<file path="config.mk">
export PLATFORM = sky130hd
export DESIGN_NAME = vehicle_queue_sensor_flat
export DESIGN_NICKNAME = d
export VERILOG_FILES = /design/src/rtl/traffic_pkg.sv /design/src/rtl/vehicle_queue_sensor_if.sv /design/src/rtl/vehicle_queue_sensor_loop_debounce.sv /design/src/rtl/vehicle_queue_sensor.sv /design/src/flat_wrapper.sv
export SDC_FILE = /design/constraint.sdc
export NUM_CORES = 1
export LEC_CHECK = 0
export ABC_AREA = 1
export ABC_CLOCK_PERIOD_IN_PS = 1600
export CAP_MARGIN = 30
export CORE_UTILIZATION = 45
export DETAILED_ROUTE_END_ITERATION = 6
export PLACE_DENSITY = 0.67
export SYNTH_ARGS = -nofsm -noshare
export SYNTH_HDL_FRONTEND = slang
export SYNTH_SLANG_ARGS = --single-unit
export TNS_END_PERCENT = 100
</file>
<file path="constraint.sdc">
create_clock -name clk -period 1.6 [get_ports clk]
set_input_delay 0.48 -clock clk [delete_from_list [all_inputs] [get_ports clk]]
set_output_delay 0.48 -clock clk [all_outputs]
set_load 0.005 [all_outputs]
</file>
<file path="src/rtl/traffic_pkg.sv">
// -----------------------------------------------------------------------------
// traffic_pkg
// Definitions shared by the vehicle queue sensor and the smart_traffic_light
// controller that consumes its outputs.
//   sensor_state_t    : debounce FSM states for the loop detector
//   RED/YELLOW/GREEN  : bit indices into the controller's lights vector
//   DEFAULT_QW        : default queue_count width
//   DEFAULT_QUEUE_MAX : default queue_count saturation value
// -----------------------------------------------------------------------------
package traffic_pkg;

  typedef enum logic [1:0] {
    ABSENT   = 2'd0,
    RISE_CHK = 2'd1,
    PRESENT  = 2'd2,
    FALL_CHK = 2'd3
  } sensor_state_t;

  localparam int RED    = 2;
  localparam int YELLOW = 1;
  localparam int GREEN  = 0;

  localparam int DEFAULT_QW        = 4;
  localparam int DEFAULT_QUEUE_MAX = 15;

endpackage

</file>
<file path="src/rtl/vehicle_queue_sensor_if.sv">
// -----------------------------------------------------------------------------
// vehicle_queue_sensor_if
// Groups the sensor's functional signals.
//   loop_raw        : raw loop-detector level (asynchronous to clk)
//   green_active    : approach currently shows green
//   car_detected    : demand = debounced presence OR non-empty queue
//   queue_count     : vehicles waiting (QW bits, saturating)
//   arrival_pulse   : one-cycle pulse per accepted arrival
//   departure_pulse : one-cycle pulse per departure
//   overflow        : sticky, arrival seen while the queue was full
// Modports: master drives the inputs (environment), slave is the sensor.
// -----------------------------------------------------------------------------
interface vehicle_queue_sensor_if
  import traffic_pkg::*;
#(
  parameter int QW = DEFAULT_QW
);

  logic          loop_raw;
  logic          green_active;
  logic          car_detected;
  logic [QW-1:0] queue_count;
  logic          arrival_pulse;
  logic          departure_pulse;
  logic          overflow;

  modport master (
    output loop_raw,
    output green_active,
    input  car_detected,
    input  queue_count,
    input  arrival_pulse,
    input  departure_pulse,
    input  overflow
  );

  modport slave (
    input  loop_raw,
    input  green_active,
    output car_detected,
    output queue_count,
    output arrival_pulse,
    output departure_pulse,
    output overflow
  );

endinterface

</file>
<file path="src/rtl/vehicle_queue_sensor_loop_debounce.sv">
// -----------------------------------------------------------------------------
// loop_debounce
// Two-flop synchroniser followed by a debounce FSM on the loop detector.
//   clk      : system clock, rising edge
//   rst      : asynchronous, active-low reset
//   loop_raw : raw loop level, asynchronous to clk
//   present  : presence as it will be after the coming edge (next-state view)
//   arrival  : high for the edge on which an arrival is accepted
// Both outputs are combinational decisions for the coming edge so the parent
// can register them in step with the queue counter.
// -----------------------------------------------------------------------------
module loop_debounce
  import traffic_pkg::*;
#(
  parameter int DEBOUNCE_CYCLES = 4
) (
  input  logic clk,
  input  logic rst,
  input  logic loop_raw,
  output logic present,
  output logic arrival
);

  localparam int            CW   = $clog2(DEBOUNCE_CYCLES + 1);
  // cnt holds the number of stable samples already seen, so the sample being
  // evaluated now is the DEBOUNCE_CYCLES-th when cnt equals DEBOUNCE_CYCLES-1.
  localparam logic [CW-1:0] LAST = CW'(DEBOUNCE_CYCLES - 1);

  logic          s1;
  logic          s2;
  sensor_state_t state;
  sensor_state_t state_n;
  logic [CW-1:0] cnt;
  logic [CW-1:0] cnt_n;

  // Synchroniser flops plus FSM state and debounce counter.
  always_ff @(posedge clk or negedge rst) begin
    if (!rst) begin
      s1    <= 1'b0;
      s2    <= 1'b0;
      state <= ABSENT;
      cnt   <= '0;
    end else begin
      s1    <= loop_raw;
      s2    <= s1;
      state <= state_n;
      cnt   <= cnt_n;
    end
  end

  // Next-state and event decode; only the synchronised s2 is ever looked at.
  always_comb begin
    state_n = state;
    cnt_n   = cnt;
    arrival = 1'b0;
    case (state)
      ABSENT: begin
        if (s2) begin
          state_n = RISE_CHK;
          cnt_n   = CW'(1);
        end
      end
      RISE_CHK: begin
        if (!s2) begin
          state_n = ABSENT;
          cnt_n   = '0;
        end else if (cnt == LAST) begin
          state_n = PRESENT;
          cnt_n   = '0;
          arrival = 1'b1;
        end else begin
          cnt_n = cnt + CW'(1);
        end
      end
      PRESENT: begin
        if (!s2) begin
          state_n = FALL_CHK;
          cnt_n   = CW'(1);
        end
      end
      FALL_CHK: begin
        // Loop recovered before the gap was confirmed: same vehicle, no arrival.
        if (s2) begin
          state_n = PRESENT;
          cnt_n   = '0;
        end else if (cnt == LAST) begin
          state_n = ABSENT;
          cnt_n   = '0;
        end else begin
          cnt_n = cnt + CW'(1);
        end
      end
      default: begin
        state_n = ABSENT;
        cnt_n   = '0;
      end
    endcase
    present = (state_n == PRESENT) || (state_n == FALL_CHK);
  end

endmodule

</file>
<file path="src/rtl/vehicle_queue_sensor.sv">
// -----------------------------------------------------------------------------
// vehicle_queue_sensor
// Front end for smart_traffic_light: debounces the inductive loop, counts the
// queue of waiting vehicles and raises the demand signal.
//   clk : system clock, rising edge
//   rst : asynchronous, active-low reset
//   bus : vehicle_queue_sensor_if.slave
//         in  loop_raw, green_active
//         out car_detected, queue_count, arrival_pulse, departure_pulse,
//             overflow
// All outputs are registered.
// -----------------------------------------------------------------------------
module vehicle_queue_sensor
  import traffic_pkg::*;
#(
  parameter int DEBOUNCE_CYCLES = 4,
  parameter int DEPART_CYCLES   = 3,
  parameter int QW              = DEFAULT_QW,
  parameter int QUEUE_MAX       = DEFAULT_QUEUE_MAX
) (
  input  logic                  clk,
  input  logic                  rst,
  vehicle_queue_sensor_if.slave bus
);

  localparam int            TW         = $clog2(DEPART_CYCLES + 1);
  localparam logic [TW-1:0] TIMER_LAST = TW'(DEPART_CYCLES - 1);
  localparam logic [QW-1:0] QMAX       = QW'(QUEUE_MAX);

  logic          present;
  logic          arrival;
  logic          departure;
  logic          overflow_set;
  logic [TW-1:0] timer;
  logic [TW-1:0] timer_n;
  logic [QW-1:0] queue_count;
  logic [QW-1:0] queue_n;
  logic          car_detected;
  logic          arrival_pulse;
  logic          departure_pulse;
  logic          overflow;

  loop_debounce #(
    .DEBOUNCE_CYCLES(DEBOUNCE_CYCLES)
  ) u_debounce (
    .clk      (clk),
    .rst      (rst),
    .loop_raw (bus.loop_raw),
    .present  (present),
    .arrival  (arrival)
  );

  // Departure timer: the edge that would bring it to DEPART_CYCLES is the
  // departure itself, so the first vehicle leaves DEPART_CYCLES edges after
  // green is seen with a non-empty queue. Gating on the registered count means
  // a departure is never issued from an empty queue.
  always_comb begin
    timer_n   = timer;
    departure = 1'b0;
    if (!bus.green_active || (queue_count == '0)) begin
      timer_n = '0;
    end else if (timer == TIMER_LAST) begin
      timer_n   = '0;
      departure = 1'b1;
    end else begin
      timer_n = timer + TW'(1);
    end
  end

  // Queue update; a simultaneous arrival and departure cancel out, even when
  // full, so overflow is only flagged for a lone arrival at QUEUE_MAX.
  always_comb begin
    queue_n      = queue_count;
    overflow_set = 1'b0;
    if (arrival && !departure) begin
      if (queue_count == QMAX) begin
        overflow_set = 1'b1;
      end else begin
        queue_n = queue_count + QW'(1);
      end
    end else if (!arrival && departure) begin
      queue_n = queue_count - QW'(1);
    end
  end

  // Output and state registers; car_detected is built from next-cycle values
  // so it moves on the same edge as queue_count and the pulses.
  always_ff @(posedge clk or negedge rst) begin
    if (!rst) begin
      timer           <= '0;
      queue_count     <= '0;
      car_detected    <= 1'b0;
      arrival_pulse   <= 1'b0;
      departure_pulse <= 1'b0;
      overflow        <= 1'b0;
    end else begin
      timer           <= timer_n;
      queue_count     <= queue_n;
      car_detected    <= present || (queue_n != '0);
      arrival_pulse   <= arrival;
      departure_pulse <= departure;
      overflow        <= overflow || overflow_set;
    end
  end

  assign bus.queue_count     = queue_count;
  assign bus.car_detected    = car_detected;
  assign bus.arrival_pulse   = arrival_pulse;
  assign bus.departure_pulse = departure_pulse;
  assign bus.overflow        = overflow;

endmodule

</file>
<file path="src/flat_wrapper.sv">
// flat-port wrapper written by rule: the top's interface ports become plain ports
module vehicle_queue_sensor_flat import traffic_pkg::*;
#(
  parameter int DEBOUNCE_CYCLES = 4,
  parameter int DEPART_CYCLES   = 3,
  parameter int QW              = DEFAULT_QW,
  parameter int QUEUE_MAX       = DEFAULT_QUEUE_MAX
)
  (clk, rst, bus_loop_raw, bus_green_active, bus_car_detected, bus_queue_count, bus_arrival_pulse, bus_departure_pulse, bus_overflow);
  vehicle_queue_sensor_if #(.QW(QW)) bus_i ();
  input  logic clk;
  input  logic rst;
  input wire logic [$bits(bus_i.loop_raw)-1:0] bus_loop_raw;
  input wire logic [$bits(bus_i.green_active)-1:0] bus_green_active;
  output wire logic [$bits(bus_i.car_detected)-1:0] bus_car_detected;
  output wire logic [$bits(bus_i.queue_count)-1:0] bus_queue_count;
  output wire logic [$bits(bus_i.arrival_pulse)-1:0] bus_arrival_pulse;
  output wire logic [$bits(bus_i.departure_pulse)-1:0] bus_departure_pulse;
  output wire logic [$bits(bus_i.overflow)-1:0] bus_overflow;
  assign bus_i.loop_raw = bus_loop_raw;
  assign bus_i.green_active = bus_green_active;
  assign bus_car_detected = bus_i.car_detected;
  assign bus_queue_count = bus_i.queue_count;
  assign bus_arrival_pulse = bus_i.arrival_pulse;
  assign bus_departure_pulse = bus_i.departure_pulse;
  assign bus_overflow = bus_i.overflow;
  vehicle_queue_sensor #(.DEBOUNCE_CYCLES(DEBOUNCE_CYCLES), .DEPART_CYCLES(DEPART_CYCLES), .QW(QW), .QUEUE_MAX(QUEUE_MAX)) u_core (.clk(clk), .rst(rst), .bus(bus_i));
endmodule
</file>
# Yosys cells after proc, flatten, opt, wreduce, memory -nomap -nowiden
# Index checks and enable logic that the tools add are counted.
# op_classes
addsub	4
n_reduce_logical	13
mux	25
n_eq_ne	10
# ops
cell	n
2-bit 2-to-1 mux	8
3-bit 2-to-1 mux	5
4-bit 2-to-1 mux	3
3-bit case mux with 4 select lines	1
2-bit == test, second input constant	5
2-bit case mux with 4 select lines	1
1-bit 2-to-1 mux	7
4-bit by 1-bit adder with 4-bit output, second input constant	1
4-bit == test, second input constant	1
4-bit logical NOT	1
1-bit logical OR	4
2-bit inequality test, second input constant	2
4-bit nonzero test	1
4-bit by 1-bit subtractor with 4-bit output, second input constant	1
3-bit by 1-bit adder with 3-bit output, second input constant	1
3-bit by 2-bit == test with 1-bit output, second input constant	1
1-bit logical NOT	3
2-bit by 1-bit adder with 2-bit output, second input constant	1
2-bit by 1-bit == test with 1-bit output, second input constant	1
1-bit logical AND	2
2-bit logical NOT	1
2-bit AND reduction	1
# totals
input_bits	4
register_bits	17
word_cells	62

# Logic depth before layout (Yosys ltp)
# depth
ltp_word	10
ltp_mapped	11
depth_no_buf	11

# By module
# A second synthesis with hierarchy kept.
# hier_totals
hier_cells	104
area_unflattened_um2	912.1
# modules_own_cells
mod	seq_area_each_um2	cells_each	area_per_inst_um2	n_inst
vehicle_queue_sensor	250.2	67	568.0	1
loop_debounce	175.2	37	344.1	1

# Least setup slack after synthesis
# Ideal clock, no wire load.
# synth_path
kind	reg-to-reg
startpoint	register u_core.queue_count[0], in the netlist u_core.bus.queue_count[0]
endpoint	register u_core.car_detected, in the netlist u_core.bus.car_detected
path_slack_ns	0.108
t_arrival_ns	1.374
setup_time_ns	0.119
stages_incl_launch_ff	11
path_cell_list	dfrtp_1 -> inv_1 -> ha_1 -> nand2_4 -> nand3_4 -> nor2_4 -> nand2_1 -> nand2_1 -> nand3_2 -> nor2_1 -> nand2_1
# synth_between
elab_chain_len	8
# synth_rtl
element	line	text
from (decl)	vehicle_queue_sensor.sv:36	logic [QW-1:0] queue_count;
from (signal assigned)	vehicle_queue_sensor.sv:98	queue_count <= queue_n;
parallel branches: the longest is 5 deep, another holds 4-bit by 1-bit subtractor with 4-bit output	n/a	
4-bit 2-to-1 mux (*)	vehicle_queue_sensor.sv:75	if (arrival && !departure) begin
via u_core.queue_n[3]	vehicle_queue_sensor.sv:37	logic [QW-1:0] queue_n;
4-bit nonzero test (*)	vehicle_queue_sensor.sv:99	car_detected <= present || (queue_n != '0);
1-bit logical OR (*)	vehicle_queue_sensor.sv:99	
to (signal assigned)	vehicle_queue_sensor.sv:99	
to (decl)	vehicle_queue_sensor.sv:38	logic car_detected;
# Mark *: on every way through the listed nets, which the timed path passes.
# A chain may end at the register's enable or synchronous reset.

# Worst setup path in the final report
# layout_path
startpoint	register u_core.queue_count[1], in the netlist u_core.bus.queue_count[1]
endpoint	register u_core.car_detected, in the netlist u_core.bus.car_detected
# layout_between
elab_chain_len	8
# layout_rtl
element	line
parallel branches: the longest is 5 deep, another holds 4-bit by 1-bit subtractor with 4-bit output	n/a
4-bit 2-to-1 mux (*)	vehicle_queue_sensor.sv:75
4-bit nonzero test (*)	vehicle_queue_sensor.sv:99
1-bit logical OR (*)	vehicle_queue_sensor.sv:99
# Mark *: on every way between the ends.

==> flow_metrics.tcl <==
set metrics [dict create \
    avgViaCountPerCell 4.97 \
    routedWlPerCell_um 11.4 \
    ys_top_cells_by_area "dfrtp_1 (47%), nand2_1 (6.7%), inv_1 (6.3%)" \
    max_freq_ghz 0.612 \
    grt_max_degree 18 \
    syn_area_um2 900 \
    worstSkewPairLatency_ns 0.29 \
    place_ws_ns -0.243 \
    synth-seq-area-share_pct 47.3 \
    area_delta_synth_final_pct 39.4 \
    drc 0 \
    whs_ns 0.362 \
    finClkSkew_ns 0.00352 \
    syn_area_per_cell_um2 9.00 \
    layout_min_cycle_time_ns 1.63 \
    synthAdderAreaFrac_pct 4.17 \
    cp-start-kind "flop" \
    final_cells 156 \
    antenna_found_initial 0 \
    routed_wirelength_mm 1.77 \
    synth_compound_area_share_pct 9.46 \
    yosys_warnings 0 \
    cts_max_path_buffers 2 \
    cts_tree "done" \
    cts_hold_buf 0 \
    place.port_buffers 11 \
    synth_area_leader_cell "dfrtp_1" \
    synth_top_family_by_area "simple AND/OR/NAND/NOR gates" \
    synth_top_area_share_pct 47.3 \
    cts_root_buffer "clkbuf_4" \
    ys_types 24 \
    die-width_um 46.7 \
    n_antenna_cell 0 \
    start_util_pct 49.9 \
    synth-seq-cells 17 \
    grtUsageTotal_pct 16.8 \
    grt-ovfl-total 0 \
    crit_arrival_ns 1.82 \
    muxShareOfSynthArea_pct 0 \
    slew_violations 0 \
    num_vias 776 \
    yosys.area_share.simple_pct 30.7 \
    powerDensity_nw_per_um2 1530 \
    finish.utilization_pct 69.6 \
    critPathMaxFanout 5 \
    maxCapViolations 0 \
    cp-end-kind "flop" \
    min_period_over_period_pct 102 \
    synth-xor-area-share_pct 0 \
    grt_pass1_wl_mm 2.60 \
    cts_made_buffers 3 \
    ant_nets 0 \
    hold_viol 0 \
    ir_drop_mv 0.968 \
    rows 15 \
    core-area_um2 1800 \
    cts.clk_slew.worst_paths_ns 0.11 \
    fillers 137 \
    drt_pass1_iterations 4 \
    final_cell_mix "dfrtp_1 (16), buf_4 (15), inv_1 (14), nand2_1 (14), nand3_1 (8)" \
    die-area_um2 2180 \
    cp.required_ns 1.79 \
    routabilityCongestion 0.852 \
    worst_slew_pin_slew_ns 0.299 \
    finalSetupViolCount 1 \
    dp_hpwl_mm 1.13 \
    clock_sinks 17 \
    rsz0062_at_grt "true" \
    syn_nets 107 \
    violations "setup timing" \
    p_leak_nw 0.635 \
    cts_htree_levels 1 \
    ios 12 \
    fin_nets 139 \
    worst-setup-path-type "reg2reg" \
    final_common_cell "dfrtp_1" \
    hold_class "reg2reg" \
    die_y_um 46.7 \
    synth_cells 100 \
    drive_gt1_share_pct 34.4 \
    dr.first_iter.drc_count 20 \
    outcome "finished with violations" \
    timing.final.ws_setup_ns -0.0341 \
    place_inst 144 \
    slew_headroom_pct 80.0 \
    first_global_vias 653 \
]
worst max-delay path, cell delays in order, from the launching register on:
cell	delay (ns)
dfrtp_1	0.43
buf_6	0.14
inv_4	0.05
ha_4	0.14
nand2_4	0.05
nand3_4	0.09
buf_6	0.13
nor3_2	0.04
nor2_1	0.17
nand3_2	0.11
nor2_2	0.14
nand2_1	0.06
synthesized netlist by cell type (all sizes together):
cell type,n
nor2,12
o22ai,1
nand3,14
dfrtp,17
o31ai,1
nand2,18
a31oi,1
nor3,3
a21oi,6
o21bai,1
a21boi,1
o21ai,4
inv,17
buf,1
ha,3
final cells by class:
class / instances / area [µm²] / area share (%)
Multi-Input combinational cell: 65 / 460 / 36.7
Clock inverter: 1 / 7.51 / 0.599
Inverter: 17 / 66.3 / 5.29
Timing Repair Buffer: 28 / 239 / 19.1
Sequential cell: 17 / 427 / 34.0
Tap cell: 25 / 31.3 / 2.50
Clock buffer: 3 / 22.5 / 1.80
worst paths after layout:
check / slack (ns) / cells after the start / startpoint / end
max: -0.03 / 11 / u_core.bus.queue_count[1] / u_core.bus.car_detected
min: 0.36 / 0 / u_core.u_debounce.s1 / u_core.u_debounce.s2
max reg2reg: -0.03 / 11 / u_core.bus.queue_count[1] / u_core.bus.car_detected
min reg2reg: 0.36 / 0 / u_core.u_debounce.s1 / u_core.u_debounce.s2
max in group asynchronous: 0.91 / 2 / rst / u_core.bus.queue_count[3]
min in group asynchronous: 0.50 / 2 / rst / u_core.bus.queue_count[2]
registers in the layout, summed over array words and instances, names as in the netlist:
signal                      flops
u_core.timer                    2
u_core.bus.queue_count          4
u_core.u_debounce.s1            1
u_core.u_debounce.s2            1
u_core.u_debounce.cnt           3
u_core.bus.departure_pulse      1
u_core.bus.car_detected         1
u_core.bus.overflow             1
u_core.bus.arrival_pulse        1
u_core.u_debounce.state         2
cell families after synthesis:
| logic type | count (synthesis) |
|---|---|
| buf+inv | 18 |
| fa+ha+maj | 3 |
| flops | 17 |
| simple gates | 47 |
| compound gates | 15 |
repair_timing:
action                                  4_1_cts  5_1_grt
gates resized for setup                       8       19
gates cloned                                  0        0
buffers inserted                              4        4
endpoints found under the setup margin        7        5
pin swaps                                     0        8
endpoints found under the hold margin         0        0
per-layer routing:
| metal | vias up | share of wire [%] | track usage [%] |
|---|---|---|---|
| met5 | - | 0 | 0 |
| met4 | 0 | 2.5 | 5.14 |
| met3 | 6 | 4.6 | 2.75 |
| met2 | 19 | 47 | 26.4 |
| met1 | 360 | 46 | 23.7 |
| li1 | 391 | - | - |
metrics by stage:
step                setup TNS (ns)  total power (W)  instance area, µm²
global route                -0.143          0.00207                1250
finish                     -0.0341          0.00192                1250
detailed placement          -0.708          0.00148                1100
CTS                       -0.00861          0.00176                1150
global placement            -0.579          0.00146                1100
floorplan                        0          0.00115                 900
power by group:
part	switching (W)	leakage [nW]	internal (W)
sequential	0.0000860	0.206	0.000542
clock	0.000142	0.0139	0.0000948
combinational	0.000548	0.415	0.000511
Power figures use the tool's default switching activity.
